==> config.mk <==
export PLATFORM = sky130hd
export DESIGN_NAME = fetch_sequencer_flat
export DESIGN_NICKNAME = d
export VERILOG_FILES = /design/src/rtl/fetch_sequencer_pkg.sv /design/src/rtl/fetch_sequencer_if.sv /design/src/rtl/fetch_sequencer.sv /design/src/flat_wrapper.sv
export SDC_FILE = /design/constraint.sdc
export NUM_CORES = 1
export LEC_CHECK = 0
export BUFFER_PORTS_ARGS = -buffer_cell sky130_fd_sc_hd__buf_2
export CORE_MARGIN = 8
export CORE_UTILIZATION = 47
export CTS_CLUSTER_DIAMETER = 200
export DETAILED_ROUTE_END_ITERATION = 10
export PLACE_DENSITY = 0.76
export SLEW_MARGIN = 20
export SYNTH_ARGS = -nofsm -noshare
export SYNTH_HDL_FRONTEND = slang
export SYNTH_SLANG_ARGS = --single-unit
==> constraint.sdc <==
create_clock -name clk -period 2.1 [get_ports clk]
set_input_delay 0.42 -clock clk [delete_from_list [all_inputs] [get_ports clk]]
set_output_delay 0.42 -clock clk [all_outputs]
set_load 0.1 [all_outputs]
==> src/rtl/fetch_sequencer_pkg.sv <==
// Shared definitions for the fetch sequencer: FSM state encodings and default
// reset / interrupt vector addresses.
package fetch_sequencer_pkg;

    typedef enum logic [1:0] {
        ST_FETCH = 2'd0,
        ST_EXEC0 = 2'd1,
        ST_EXEC1 = 2'd2
    } seqState_t;

    localparam int          DEF_ADDR_W     = 16;
    localparam logic [15:0] DEF_RESET_PC   = 16'h0000;
    localparam logic [15:0] DEF_INT_VECTOR = 16'h0010;

endpackage

==> src/rtl/fetch_sequencer_if.sv <==
// Bus between the fetch sequencer, instruction memory and the decoder/datapath.
// master = sequencer side, slave = memory/decoder side.
interface fetch_sequencer_if #(
    parameter int ADDR_W = 16
);
    logic [ADDR_W-1:0] mem_addr;
    logic              fetch_req;
    logic [7:0]        mem_rdata;
    logic              mem_ready;
    logic [7:0]        inst;
    logic              cycle;
    logic              M;
    logic              J;
    logic              MC;
    logic              LJ;
    logic              LJR;
    logic              CLI;
    logic [ADDR_W-1:0] jump_target;
    logic              irq;
    logic [ADDR_W-1:0] link;
    logic              int_active;

    modport master (
        output mem_addr, fetch_req, inst, cycle, link, int_active,
        input  mem_rdata, mem_ready, M, J, MC, LJ, LJR, CLI, jump_target, irq
    );

    modport slave (
        input  mem_addr, fetch_req, inst, cycle, link, int_active,
        output mem_rdata, mem_ready, M, J, MC, LJ, LJR, CLI, jump_target, irq
    );

endinterface

==> src/rtl/fetch_sequencer.sv <==
// Opcode fetch + two-phase execute sequencer; owns PC, link register and interrupt entry.
// Latency: 2 clocks per 1-cycle instruction, 3 per 2-cycle instruction, plus memory waits.
// Backpressure: FETCH holds until mem_ready; EXEC1 with M holds until mem_ready.
module fetch_sequencer
    import fetch_sequencer_pkg::*;
#(
    parameter int                ADDR_W     = DEF_ADDR_W,
    parameter logic [ADDR_W-1:0] RESET_PC   = ADDR_W'(DEF_RESET_PC),
    parameter logic [ADDR_W-1:0] INT_VECTOR = ADDR_W'(DEF_INT_VECTOR)
) (
    input  logic              clk,
    input  logic              rst,
    fetch_sequencer_if.master bus
);

    seqState_t         state, stateNext;
    logic [ADDR_W-1:0] pc, pcNext;
    logic [ADDR_W-1:0] linkReg, linkNext;
    logic [7:0]        instReg, instNext;
    logic              intActive, intNext;
    logic              retire;
    logic              cliNow;

    always_ff @(posedge clk or posedge rst) begin
        if (rst) begin
            state     <= ST_FETCH;
            pc        <= RESET_PC;
            linkReg   <= '0;
            instReg   <= 8'h00;
            intActive <= 1'b0;
        end else begin
            state     <= stateNext;
            pc        <= pcNext;
            linkReg   <= linkNext;
            instReg   <= instNext;
            intActive <= intNext;
        end
    end

    always_comb begin
        stateNext = state;
        pcNext    = pc;
        linkNext  = linkReg;
        instNext  = instReg;
        intNext   = intActive;
        retire    = 1'b0;
        cliNow    = 1'b0;

        case (state)
            ST_FETCH: begin
                if (bus.mem_ready) begin
                    instNext  = bus.mem_rdata;
                    pcNext    = pc + ADDR_W'(1);
                    stateNext = ST_EXEC0;
                end
            end
            ST_EXEC0: begin
                if (bus.MC) begin
                    stateNext = ST_EXEC1;
                end else begin
                    retire = 1'b1;
                    if (bus.LJ) begin
                        if (bus.LJR) begin
                            pcNext = linkReg;
                        end else begin
                            pcNext   = bus.jump_target;
                            linkNext = pc;
                        end
                        if (bus.CLI) begin
                            intNext = 1'b0;
                            cliNow  = 1'b1;
                        end
                    end
                end
            end
            ST_EXEC1: begin
                // The datapath owns the bus during a data access; wait for it.
                if (!(bus.M && !bus.mem_ready)) begin
                    retire = 1'b1;
                    if (bus.J) begin
                        pcNext = bus.jump_target;
                    end
                end
            end
            default: stateNext = ST_FETCH;
        endcase

        // Interrupt entry wins over any jump; the jump result is parked in link.
        if (retire) begin
            stateNext = ST_FETCH;
            if (bus.irq && !intActive && !cliNow) begin
                linkNext = pcNext;
                pcNext   = INT_VECTOR;
                intNext  = 1'b1;
            end
        end
    end

    assign bus.mem_addr   = pc;
    assign bus.fetch_req  = (state == ST_FETCH);
    assign bus.cycle      = (state == ST_EXEC1);
    assign bus.inst       = instReg;
    assign bus.link       = linkReg;
    assign bus.int_active = intActive;

endmodule
==> src/flat_wrapper.sv <==
// flat-port wrapper written by rule: the top's interface ports become plain ports
module fetch_sequencer_flat import fetch_sequencer_pkg::*;
#(
    parameter int                ADDR_W     = DEF_ADDR_W,
    parameter logic [ADDR_W-1:0] RESET_PC   = ADDR_W'(DEF_RESET_PC),
    parameter logic [ADDR_W-1:0] INT_VECTOR = ADDR_W'(DEF_INT_VECTOR)
)
  (clk, rst, bus_mem_addr, bus_fetch_req, bus_inst, bus_cycle, bus_link, bus_int_active, bus_mem_rdata, bus_mem_ready, bus_M, bus_J, bus_MC, bus_LJ, bus_LJR, bus_CLI, bus_jump_target, bus_irq);
  fetch_sequencer_if #(.ADDR_W(ADDR_W)) bus_i ();
  input  logic clk;
  input  logic rst;
  output wire logic [$bits(bus_i.mem_addr)-1:0] bus_mem_addr;
  output wire logic [$bits(bus_i.fetch_req)-1:0] bus_fetch_req;
  output wire logic [$bits(bus_i.inst)-1:0] bus_inst;
  output wire logic [$bits(bus_i.cycle)-1:0] bus_cycle;
  output wire logic [$bits(bus_i.link)-1:0] bus_link;
  output wire logic [$bits(bus_i.int_active)-1:0] bus_int_active;
  input wire logic [$bits(bus_i.mem_rdata)-1:0] bus_mem_rdata;
  input wire logic [$bits(bus_i.mem_ready)-1:0] bus_mem_ready;
  input wire logic [$bits(bus_i.M)-1:0] bus_M;
  input wire logic [$bits(bus_i.J)-1:0] bus_J;
  input wire logic [$bits(bus_i.MC)-1:0] bus_MC;
  input wire logic [$bits(bus_i.LJ)-1:0] bus_LJ;
  input wire logic [$bits(bus_i.LJR)-1:0] bus_LJR;
  input wire logic [$bits(bus_i.CLI)-1:0] bus_CLI;
  input wire logic [$bits(bus_i.jump_target)-1:0] bus_jump_target;
  input wire logic [$bits(bus_i.irq)-1:0] bus_irq;
  assign bus_mem_addr = bus_i.mem_addr;
  assign bus_fetch_req = bus_i.fetch_req;
  assign bus_inst = bus_i.inst;
  assign bus_cycle = bus_i.cycle;
  assign bus_link = bus_i.link;
  assign bus_int_active = bus_i.int_active;
  assign bus_i.mem_rdata = bus_mem_rdata;
  assign bus_i.mem_ready = bus_mem_ready;
  assign bus_i.M = bus_M;
  assign bus_i.J = bus_J;
  assign bus_i.MC = bus_MC;
  assign bus_i.LJ = bus_LJ;
  assign bus_i.LJR = bus_LJR;
  assign bus_i.CLI = bus_CLI;
  assign bus_i.jump_target = bus_jump_target;
  assign bus_i.irq = bus_irq;
  fetch_sequencer #(.ADDR_W(ADDR_W), .RESET_PC(RESET_PC), .INT_VECTOR(INT_VECTOR)) u_core (.clk(clk), .rst(rst), .bus(bus_i));
endmodule
Word-level counts from Yosys, hierarchy flattened
Cells that the tools add are included.
Operators by class
  $add $sub $neg: 1
  equal/unequal tests: 5
  multiplexer cells: 32
  reductions and logical operators: 9
Operator list (count)
  $mux 16: 14
  $pmux 16 s3: 1
  $add 16x1->16 const B: 1
  $mux 1: 12
  $mux 2: 3
  $pmux 2 s3: 1
  $logic_and 1x1->1: 3
  $logic_not 1->1: 3
  $ne 3x1->1 const B: 1
  $ne 3x2->1 const B: 1
  $reduce_and 3->1: 1
  $eq 2x1->1 const B: 1
  $eq 2x2->1 const B: 1
  $logic_not 2->1: 1
  $ne 2x1->1 const B: 1
  $pmux 1 s2: 1
  $reduce_and 2->1: 1
Word-level totals
  flip-flop bits (word level): 43
  bits of input ports: 34
  output and inout bits: 43
  word-level logic and storage cells: 52

Logic depth before layout (Yosys ltp)
Gate-level depths: netlist (run 1).
  depth after elaboration: 8
  depth in mapped cells: 8
  gate-level depth less buffers: 7

Worst setup path after synthesis (run 1)
No wires, ideal clock.
  path type: register -> register
  from: register u_core.state[0]
  to: register u_core.linkReg[11] (netlist: u_core.bus.link[11])
  library setup time: 0.104 ns
  arrival time: 2.508 ns
  required time: 1.996 ns
  path slack: -0.512 ns
  stages on the path, launching flop included: 7
  buffers on the path: 0
  period minus slack after synthesis: 2.612 ns
  cells stage by stage: dfrtp_1 > inv_1 > ha_1 > a21oi_1 > nor3b_2 > mux2_2 > a221oi_1
On the way
  elaborated cells between the ends (all ways): 11
  those cells by class: eq/ne: 2; mux: 6; reduce/logical: 3
RTL lines
  start, declared: line fetch_sequencer.sv:16  | seqState_t state, stateNext;
  start signal, assigned: line fetch_sequencer.sv:32  | state <= stateNext;
  $eq 2x2->1 *
  net bus_cycle: line flat_wrapper.sv:15  | output wire logic [$bits(bus_i.cycle)-1:0] bus_cycle;
  $pmux 16 s3: line fetch_sequencer.sv:49  | case (state)
  $mux 16: line fetch_sequencer.sv:91  | if (bus.irq && !intActive && !cliNow) begin
  $mux 16 *: line fetch_sequencer.sv:89  | if (retire) begin
  net u_core.linkNext[11]: line fetch_sequencer.sv:18  | logic [ADDR_W-1:0] linkReg, linkNext;
  end signal, assigned: line fetch_sequencer.sv:34  | linkReg <= linkNext;
  end, declared: line fetch_sequencer.sv:18
Mark *: on every way through the listed nets, which the timed path passes. The rest lies on a longest branch.
A chain may end at the register's enable or synchronous reset.

Final worst setup path (run 1)
  from: register u_core.state[0]
  to: output port bus_cycle
On the way
  longest elaborated chain between the ends: 1
RTL lines
  $eq 2x2->1: line fetch_sequencer.sv:101  | assign bus.cycle = (state == ST_EXEC1);
  end, declared: line flat_wrapper.sv:15
Every way passes these cells.

==> metrics, run 1 <==
multi-input combinational cell area=0.00157 sq mm; initial DRC count=between 200 and 250; Max FO, Critical Path=7; Worst Tran Pin Value=547 ps; TritonCTS Buffers=5; vias in the first global route=2663; initial core utilization=roughly half; Die W=91.9 microns; mux cell area share after synthesis=5.59%; Post-Synth Adder-Cell Area=2.77%; Max-Cap Viols=0; Filler Cells Inserted=483; CP Capture Type=primary output; drt drc=0; IO Pins=77; compound-cell area share of the yosys netlist=25.3%; via/cell ratio=between 6 and 7; die area=roughly 0.0084 sq mm; first-pass GRT wire length=12900 microns; WP data arrival=1620 ps; Worst slew margin=63.5%; Tcrit/Tclk final=97.2%; clk_skew=9.59 ps; Placed Cells=417; net count after synthesis=~310; Final Max Tran Viols=0; synthesized flop and latch total=43; Non-Filler Instances=428; final hold violations=0; H-tree depth=2; Critical Path Max Stage Delay=430 ps; # diodes=0; grt ovf=0; status=finished clean; Setup TNS=0 ps; Tmin final=~2000 ps; drt first pass iters=5; Area contributors post-synth=dfrtp_1, a211oi_1, mux2_2; cts hold-fix bufs=0; via count=approximately 2600; Avg Cell Area, Syn=9.92 sq um; CP required=1680 ps; Mapped Area=0.00271 sq mm; NumNets Final=395; port bufs=76; Hold Path Class=in -> async; worst-path cell chain=buf_4 -> inv_1 -> ha_4 -> buf_2; wire length per cell=18.6 microns; Max Freq=around 490 MHz; pin count of the biggest net entering global routing=44; Post-DRT Antenna Nets=0; crit-path leading delay family=buffers and inverters; EDFF count, synth=0; Post-synth ARST share=100%; Core ar.=0.00554 sq mm; Root Driver=clkbuf_8; sequential cell area=approximately 0.0011 sq mm; FP Rows=27; startpoint types=register; predominant post-synthesis flop cell=dfrtp_1; Synth Area in XOR/XNOR=less than 1%; share of cells above drive strength 1=42.7%; Cells after Synth=273; Routed Wire Length=between 7000 and 8000 microns; CTS tree=built; main combinational cell family by area after synthesis=compound AO/OA/AOI/OAI gates; WS Path Type=reg -> out; worst path bufs/invs=3; clock-pin slew on the worst setup and hold paths=around 90 ps; CTS Sinks=43; Crit-path slowest cell=buf_2; CTS Buffer Depth=2; Synth cell types=58; Synth top area share=39.7%; DP HPWL=5770 microns; initial antenna violation count=0; YS warnings=0; Final Setup Violations=0; synthesis-to-finish area growth=28.2%; worst skew pair latency=310 ps; leading area contributor after synthesis=dfrtp_1; GRT Util Overall=roughly 18%; Post-Synth Simple-Gate Area=a little over a fifth; GP Congestion=0.867; sequential area share after synthesis=39.7%; chip height=91.9 microns
flip-flops by register name (all words and copies together), names as in the netlist:
register               cells
u_core.bus.mem_addr       16
u_core.bus.inst            8
u_core.bus.link           16
u_core.state               2
u_core.bus.int_active      1
repair_timing:
| item | in CTS | in global routing |
|---|---|---|
| buffers inserted | 0 | 3 |
| endpoints found under the setup margin | 3 | 18 |
| resized for setup | 2 | 9 |
| endpoints found under the hold margin | 0 | 0 |
layer usage:
metal / track usage, % / vias up / wire (microns)
li1: - / 1204 / -
met1: 22.3 / 1265 / 3210
met2: 30.7 / 132 / 3920
met3: 5.54 / 12 / 701
met4: 5.91 / 0 / 111
met5: 0 / - / 0
final timing paths:
kind / start / to / slack (ps) / cells after the start
worst max-delay path: u_core.state[0] / bus_cycle / 60 / 4
worst min-delay path: rst / u_core.bus.link[3] / 220 / 3
worst max register to register: u_core.bus.mem_addr[0] / u_core.bus.link[10] / 60 / 6
worst min register to register: u_core.bus.int_active / u_core.bus.int_active / 500 / 1
max in group asynchronous: rst / u_core.bus.mem_addr[2] / 1450 / 3
min in group clk: bus_mem_rdata[4] / u_core.bus.inst[4] / 340 / 2
synthesized netlist by cell type (2+ instances only):
| master | n |
|---|---|
| a2111oi_4 | 3 |
| a211oi_1 | 15 |
| a21o_1 | 3 |
| a21oi_1 | 17 |
| a221o_1 | 3 |
| a221oi_1 | 4 |
| a222oi_1 | 3 |
| a22o_1 | 6 |
| a22oi_1 | 5 |
| a2bb2oi_1 | 3 |
| a31oi_1 | 5 |
| and2b_2 | 2 |
| and3_1 | 8 |
| buf_2 | 5 |
| clkbuf_1 | 13 |
| dfrtp_1 | 43 |
| ha_1 | 6 |
| inv_1 | 8 |
| mux2_2 | 9 |
| mux2i_1 | 5 |
| nand2_1 | 17 |
| nand2b_1 | 4 |
| nand3_1 | 5 |
| nand3b_1 | 4 |
| nand4_1 | 3 |
| nor2_1 | 14 |
| nor2b_1 | 16 |
| nor3_1 | 5 |
| nor4_1 | 4 |
| o21ai_0 | 5 |
| o31ai_1 | 2 |
| or4_1 | 2 |
final cells by class:
type,count,area share (%)
Inverter,8,0.973
Tap cell,72,2.60
Clock inverter,3,0.577
Timing Repair Buffer,96,16.9
Sequential cell,43,31.8
Clock buffer,5,1.98
Multi-Input combinational cell,201,45.1
logic make-up after synthesis:
kind of cell | count (synthesis)
flip-flops | 43
AND/OR/NAND/NOR | 95
buffers and inverters | 29
multiplexers | 14
AO/OA/AOI/OAI | 85
adder cells (fa/ha/maj) | 6
XOR/XNOR | 1
metrics by stage:
step | utilization, % | hold slack [ps] | area, sq um | setup WS, ps
after detailed placement | 59.7 | 483 | 3310 | -16.0
after global placement | 59.7 | 478 | 3310 | 59.3
after CTS | 61.4 | 252 | 3400 | 25.5
final | 62.6 | 218 | 3470 | 58.4
after floorplan | - | 571 | 2750 | 8.45
after global routing | 62.6 | 286 | 3470 | -36.3
placed cells by master (no fill, tap or decap), types with 5 or more instances in the layout:
| cell type | instances |
|---|---|
| a22oi_1 | 5 |
| o21ai_0 | 5 |
| a21oi_1 | 17 |
| mux2_2 | 9 |
| nor3_1 | 5 |
| clkbuf_8 | 5 |
| nand2_1 | 17 |
| buf_2 | 75 |
| mux2i_1 | 5 |
| dfrtp_2 | 8 |
| and3_1 | 8 |
| a211oi_1 | 15 |
| inv_1 | 6 |
| nand3_1 | 5 |
| nor2_1 | 14 |
| buf_4 | 16 |
| dfrtp_1 | 30 |
| dfrtp_4 | 5 |
| nor2b_1 | 15 |
| a22o_1 | 6 |
| a31oi_1 | 5 |
worst min-delay path, delay by kind of cell:
kind / cells / cell delay [ps]
buf+inv: 3 / 570
Power of run 1 is left out: the tool's default activity adds up to more than one toggle a clock period on the data nets, which glitch-free logic cannot reach.
==> run 2, diff against run 1 <==
Settings changed: CORE_UTILIZATION 47 to 52, PLACE_DENSITY 0.76 to 0.8, SETUP_SLACK_MARGIN from default to 0.2.
Clock period 2.1 ns to 2.2 ns, I/O delays scaled along.
==> run 2 against run 1 <==
  * Critical path depth up 2
  * Clock-buffer cell count unchanged
  * Flip-flop and latch count unchanged
  * Final cell count decreased by 0.47%
  * Via count shrank 0.15%
  * First-iteration DRC count fell by 23%
  * Non-clock buffer count decreased by 1
  * Design area grew 3.7%
  * Register-to-register slack better by 150 ps
==> metrics, run 2 (synthesis gave the netlist of run 1 again) <==
FP Rows=26; most common cell after layout, fill and taps aside=buf_2; CTS Sinks=43; H-tree depth=2; worst-path cell chain=ha_4 -> and4bb_2 -> a31o_4 -> a22o_1 -> a221o_2 -> a21o_2; Max-Cap Viols=0; final hold violations=0; chip height=88.2 microns; dpl ws=116 ps; RSZ-0062 raised after global routing=true; most frequent cells in the layout=buf_2, dfrtp_1, a21oi_1; worst reg-to-reg path cell count=6; Die W=slightly below 90 microns; CP Capture Type=register; startpoint types=register; worst r2r src=u_core.state[0]; WP data arrival=2190 ps; Max FO, Critical Path=7; final worst setup slack=213 ps; drt drc=0; share of cells above drive strength 1=a little under half; Tcrit/Tclk final=90.3%; CP required=2400 ps; initial core utilization=about 53%; wire length per cell=18.4 microns; port bufs=76; Root Driver=clkbuf_8; Final Max Tran Viols=0; WS Path Type=reg -> reg; Worst Setup SP=u_core.state[0]; Max Freq=between 500 and 600 MHz; synthesis-to-finish area growth=33.0%; Routed Wire Length=roughly 8000 microns; vias in the first global route=2507; Hold Path Class=in -> async; TritonCTS Buffers=5; via/cell ratio=approximately 6; Filler Cells Inserted=393; Final Setup Violations=0; Post-DRT Antenna Nets=0; Worst slew margin=54.1%; GP Congestion=0.909; Core ar.=0.00507 sq mm; cts hold-fix bufs=0; Critical Path Max Stage Delay=between 400 and 500 ps; r2r setup slk=210 ps; Setup TNS=0 ps; reg2reg end=u_core.bus.link[7]; Crit-path slowest cell=dfrtp_2; initial DRC count=~170; Tmin final=1990 ps; Hold WS=~140 ps; CTS tree=built; status=finished clean; die area=0.00777 sq mm; via count=roughly 2600; first-pass GRT wire length=12000 microns; DP HPWL=between 5000 and 6000 microns; pin count of the biggest net entering global routing=50; Worst Tran Pin Value=between 600 and 700 ps; worst skew pair latency=about 300 ps; CTS Buffer Depth=2; NumNets Final=395; grt ovf=0; initial antenna violation count=0; drt first pass iters=5; GRT Util Overall=19.5%; # diodes=0; IO Pins=77; clock-pin slew on the worst setup and hold paths=around 90 ps; clk_skew=12.2 ps
[run 2: changes by cell type in the layout (fill, tap and decap cells not counted), sizes merged]
cell / delta
bufinv: +2
a31o: +1
buf: -1
clkinv: -1
clkinvlp: -1
[run 2: how the worst max path moves through the flow]
stage                                      to  slack (ps)  depth (start not counted)
after floorplan            u_core.bus.link[2]         180                          8
after global placement    u_core.bus.link[11]         150                          7
after detailed placement   u_core.bus.link[7]         120                          7
after CTS                  u_core.bus.link[7]         200                          6
after global routing       u_core.bus.link[8]         170                          7
final                      u_core.bus.link[7]         210                          6
[run 2: cell type report]
type	instances	area [sq um]	share of cell area [%]
Clock buffer	5	68.8	1.91
Clock inverter	3	67.6	1.88
Inverter	8	36.3	1.01
Multi-Input combinational cell	202	1640	45.7
Sequential cell	43	1120	31.1
Tap cell	70	87.6	2.43
Timing Repair Buffer	95	578	16.1
[run 2: worst max-delay path, delay by kind of cell, from the launching register on]
kind,cells,cell delay [ps]
AO/OA/AOI/OAI,4,1000
flip-flops,1,460
adder cells (fa/ha/maj),1,180
AND/OR/NAND/NOR,1,250
[run 2: metal layers]
layer  up-vias  track usage (%)  wire (microns)
li1       1207                -               -
met1      1270             24.4            3270
met2       115             31.4            3750
met3        17             5.44             680
met4         0             6.61             130
met5         -                0               0
[run 2: repair_timing]
action / 4_1_cts / 5_1_grt
setup endpoints to repair: 17 / 25
pin swaps: 1 / 10
gates cloned: 0 / 1
buffers inserted: 3 / 4
gates resized for setup: 6 / 15
[run 2: stage by stage]
stage	std cells	utilization (%)	cell area, sq um
after floorplan	273	-	2830
after global placement	410	65.2	3310
after detailed placement	410	65.2	3310
after CTS	421	68.7	3480
after global routing	426	71.0	3600
final	426	71.0	3600
Power of run 2 is left out for the same reason.
==> run 3, diff against run 2 <==
--- a/config.mk
+++ b/config.mk
@@ -7,4 +7,5 @@
 export LEC_CHECK = 0
 export BUFFER_PORTS_ARGS = -buffer_cell sky130_fd_sc_hd__buf_2
+export CORE_ASPECT_RATIO = 1.2
 export CORE_MARGIN = 8
 export CORE_UTILIZATION = 52
==> constraint.sdc (replaced) <==
create_clock -name clk -period 2.2 [get_ports clk]
set_input_delay 0.11 -clock clk [delete_from_list [all_inputs] [get_ports clk]]
set_output_delay 0.11 -clock clk [all_outputs]
set_load 0.1 [all_outputs]
==> run 3 against run 2 <==
  * Via count down 3.0%
  * Flip-flop and latch count unchanged
  * Clock-buffer cell count unchanged
  * Non-clock buffer count down 6
==> metrics, run 3 (synthesis gave the netlist of run 1 again) <==
WP data arrival=2210 ps; most common cell after layout, fill and taps aside=buf_2; final worst setup slack=~200 ps; chip height=95.0 microns; crit-path leading delay family=compound AO/OA/AOI/OAI gates; startpoint types=register; Max-Cap Viols=0; vias in the first global route=between 2000 and 3000; placed inst area=0.00327 sq mm; Setup TNS=0 ps; DP HPWL=approximately 5500 microns; first-pass GRT wire length=12600 microns; status=finished clean; clock-pin slew on the worst setup and hold paths=90 ps; NumNets Final=389; Worst Tran Pin Value=544 ps; Crit-path slowest cell=dfrtp_2; CP required=roughly 2400 ps; synthesis-to-finish area growth=27.4%; Tcrit/Tclk final=90.9%; initial DRC count=approximately 270; Critical Path Max Stage Delay=between 400 and 500 ps; RSZ-0062 raised after global routing=true; CTS Buffer Depth=2; via count=2532; GP Congestion=just under 0.9; worst path bufs/invs=0; clk_skew=11.8 ps; Worst slew margin=63.7%; worst skew pair latency=300 ps; final hold violations=0; dpl ws=between 100 and 150 ps; Max FO, Critical Path=8; Final Max Tran Viols=0; Hold Path Class=in -> reg; H-tree depth=2; GRT Util Overall=a little over 20%; port bufs=76; drt first pass iters=8; drt drc=0; Final Instance Area=0.00345 sq mm; initial core utilization=52.5%; Max Freq=500 MHz; CP Capture Type=register; Core ar.=0.00515 sq mm; # diodes=0; wire length per cell=19.2 microns; most frequent cells in the layout=buf_2, dfrtp_1, nand2_1; Filler Cells Inserted=around 410; CTS Sinks=43; sequential cell area=roughly 0.0011 sq mm; worst-path cell chain=ha_4 -> and4bb_2 -> a31o_4 -> a22o_1 -> a221o_2 -> a21o_2; IO Pins=77; Die W=81.9 microns; CTS tree=built; share of cells above drive strength 1=a little over two fifths; multi-input combinational cell area=~0.0016 sq mm; TritonCTS Buffers=5; Final Setup Violations=0; grt ovf=0; WS Path Type=reg -> reg; die area=0.00778 sq mm; FP Rows=29; via/cell ratio=6.15; Tmin final=2000 ps; Routed Wire Length=between 7000 and 8000 microns; initial antenna violation count=0; Root Driver=clkbuf_8; Post-DRT Antenna Nets=0; Util after Layout=67.0%; pin count of the biggest net entering global routing=50
-- run 3: cell types whose count changed in the layout (fill, tap and decap cells not counted), moves of 2 or more --
cell / before / now
buf_12: 3 / 1
buf_4: 13 / 10
bufinv_16: 2 / 0
buf_6: 4 / 1
-- run 3: layer usage --
metal	routed length (microns)	GRT usage, %
met5	0	0
met4	187	9.68
met2	3800	31.8
met3	746	5.94
met1	3180	25.7
-- run 3: final timing paths --
path	to	slack [ps]	startpoint	depth (start not counted)
max in group asynchronous	u_core.bus.mem_addr[2]	1310	rst	4
min reg2reg	u_core.bus.inst[7]	510	u_core.bus.inst[7]	1
min in group asynchronous	u_core.bus.link[14]	470	rst	4
max	u_core.bus.link[7]	200	u_core.state[0]	6
min	u_core.bus.inst[4]	30	bus_mem_rdata[4]	2
max reg2reg	u_core.bus.link[7]	200	u_core.state[0]	6
-- run 3: stage by stage --
stage          instances  hold slack, ps
2_1_floorplan        273             261
4_1_cts              412            33.4
3_5_place_dp         400             274
5_1_grt              412            20.8
3_3_place_gp         400             263
6_report             412            33.3
-- run 3: area by class of cell --
type | instances | area share [%]
timing repair buffer | 89 | 14.4
clock inverter | 3 | 0.580
tap | 62 | 2.25
inverter | 8 | 0.871
multi-input combinational | 202 | 47.5
sequential | 43 | 32.4
clock buffer | 5 | 1.99
-- run 3: what timing repair did --
| item | CTS | global route |
|---|---|---|
| cloned | 1 | 0 |
| hold buffers | 1 | 0 |
| setup endpoints to repair | 18 | 23 |
| pin swaps | 0 | 6 |
| gates resized for setup | 2 | 12 |
| hold endpoints to repair | 43 | 0 |
| buffers inserted | 2 | 0 |
-- run 3: worst register-to-register path: cells and delay by family (launching register included) --
| family | cells | cell delay [ps] |
|---|---|---|
| DFF | 1 | 460 |
| AOI/OAI and AO/OA | 4 | 980 |
| and+or+nand+nor | 1 | 270 |
| adders and majority gates | 1 | 190 |
Power of run 3 is left out for the same reason.
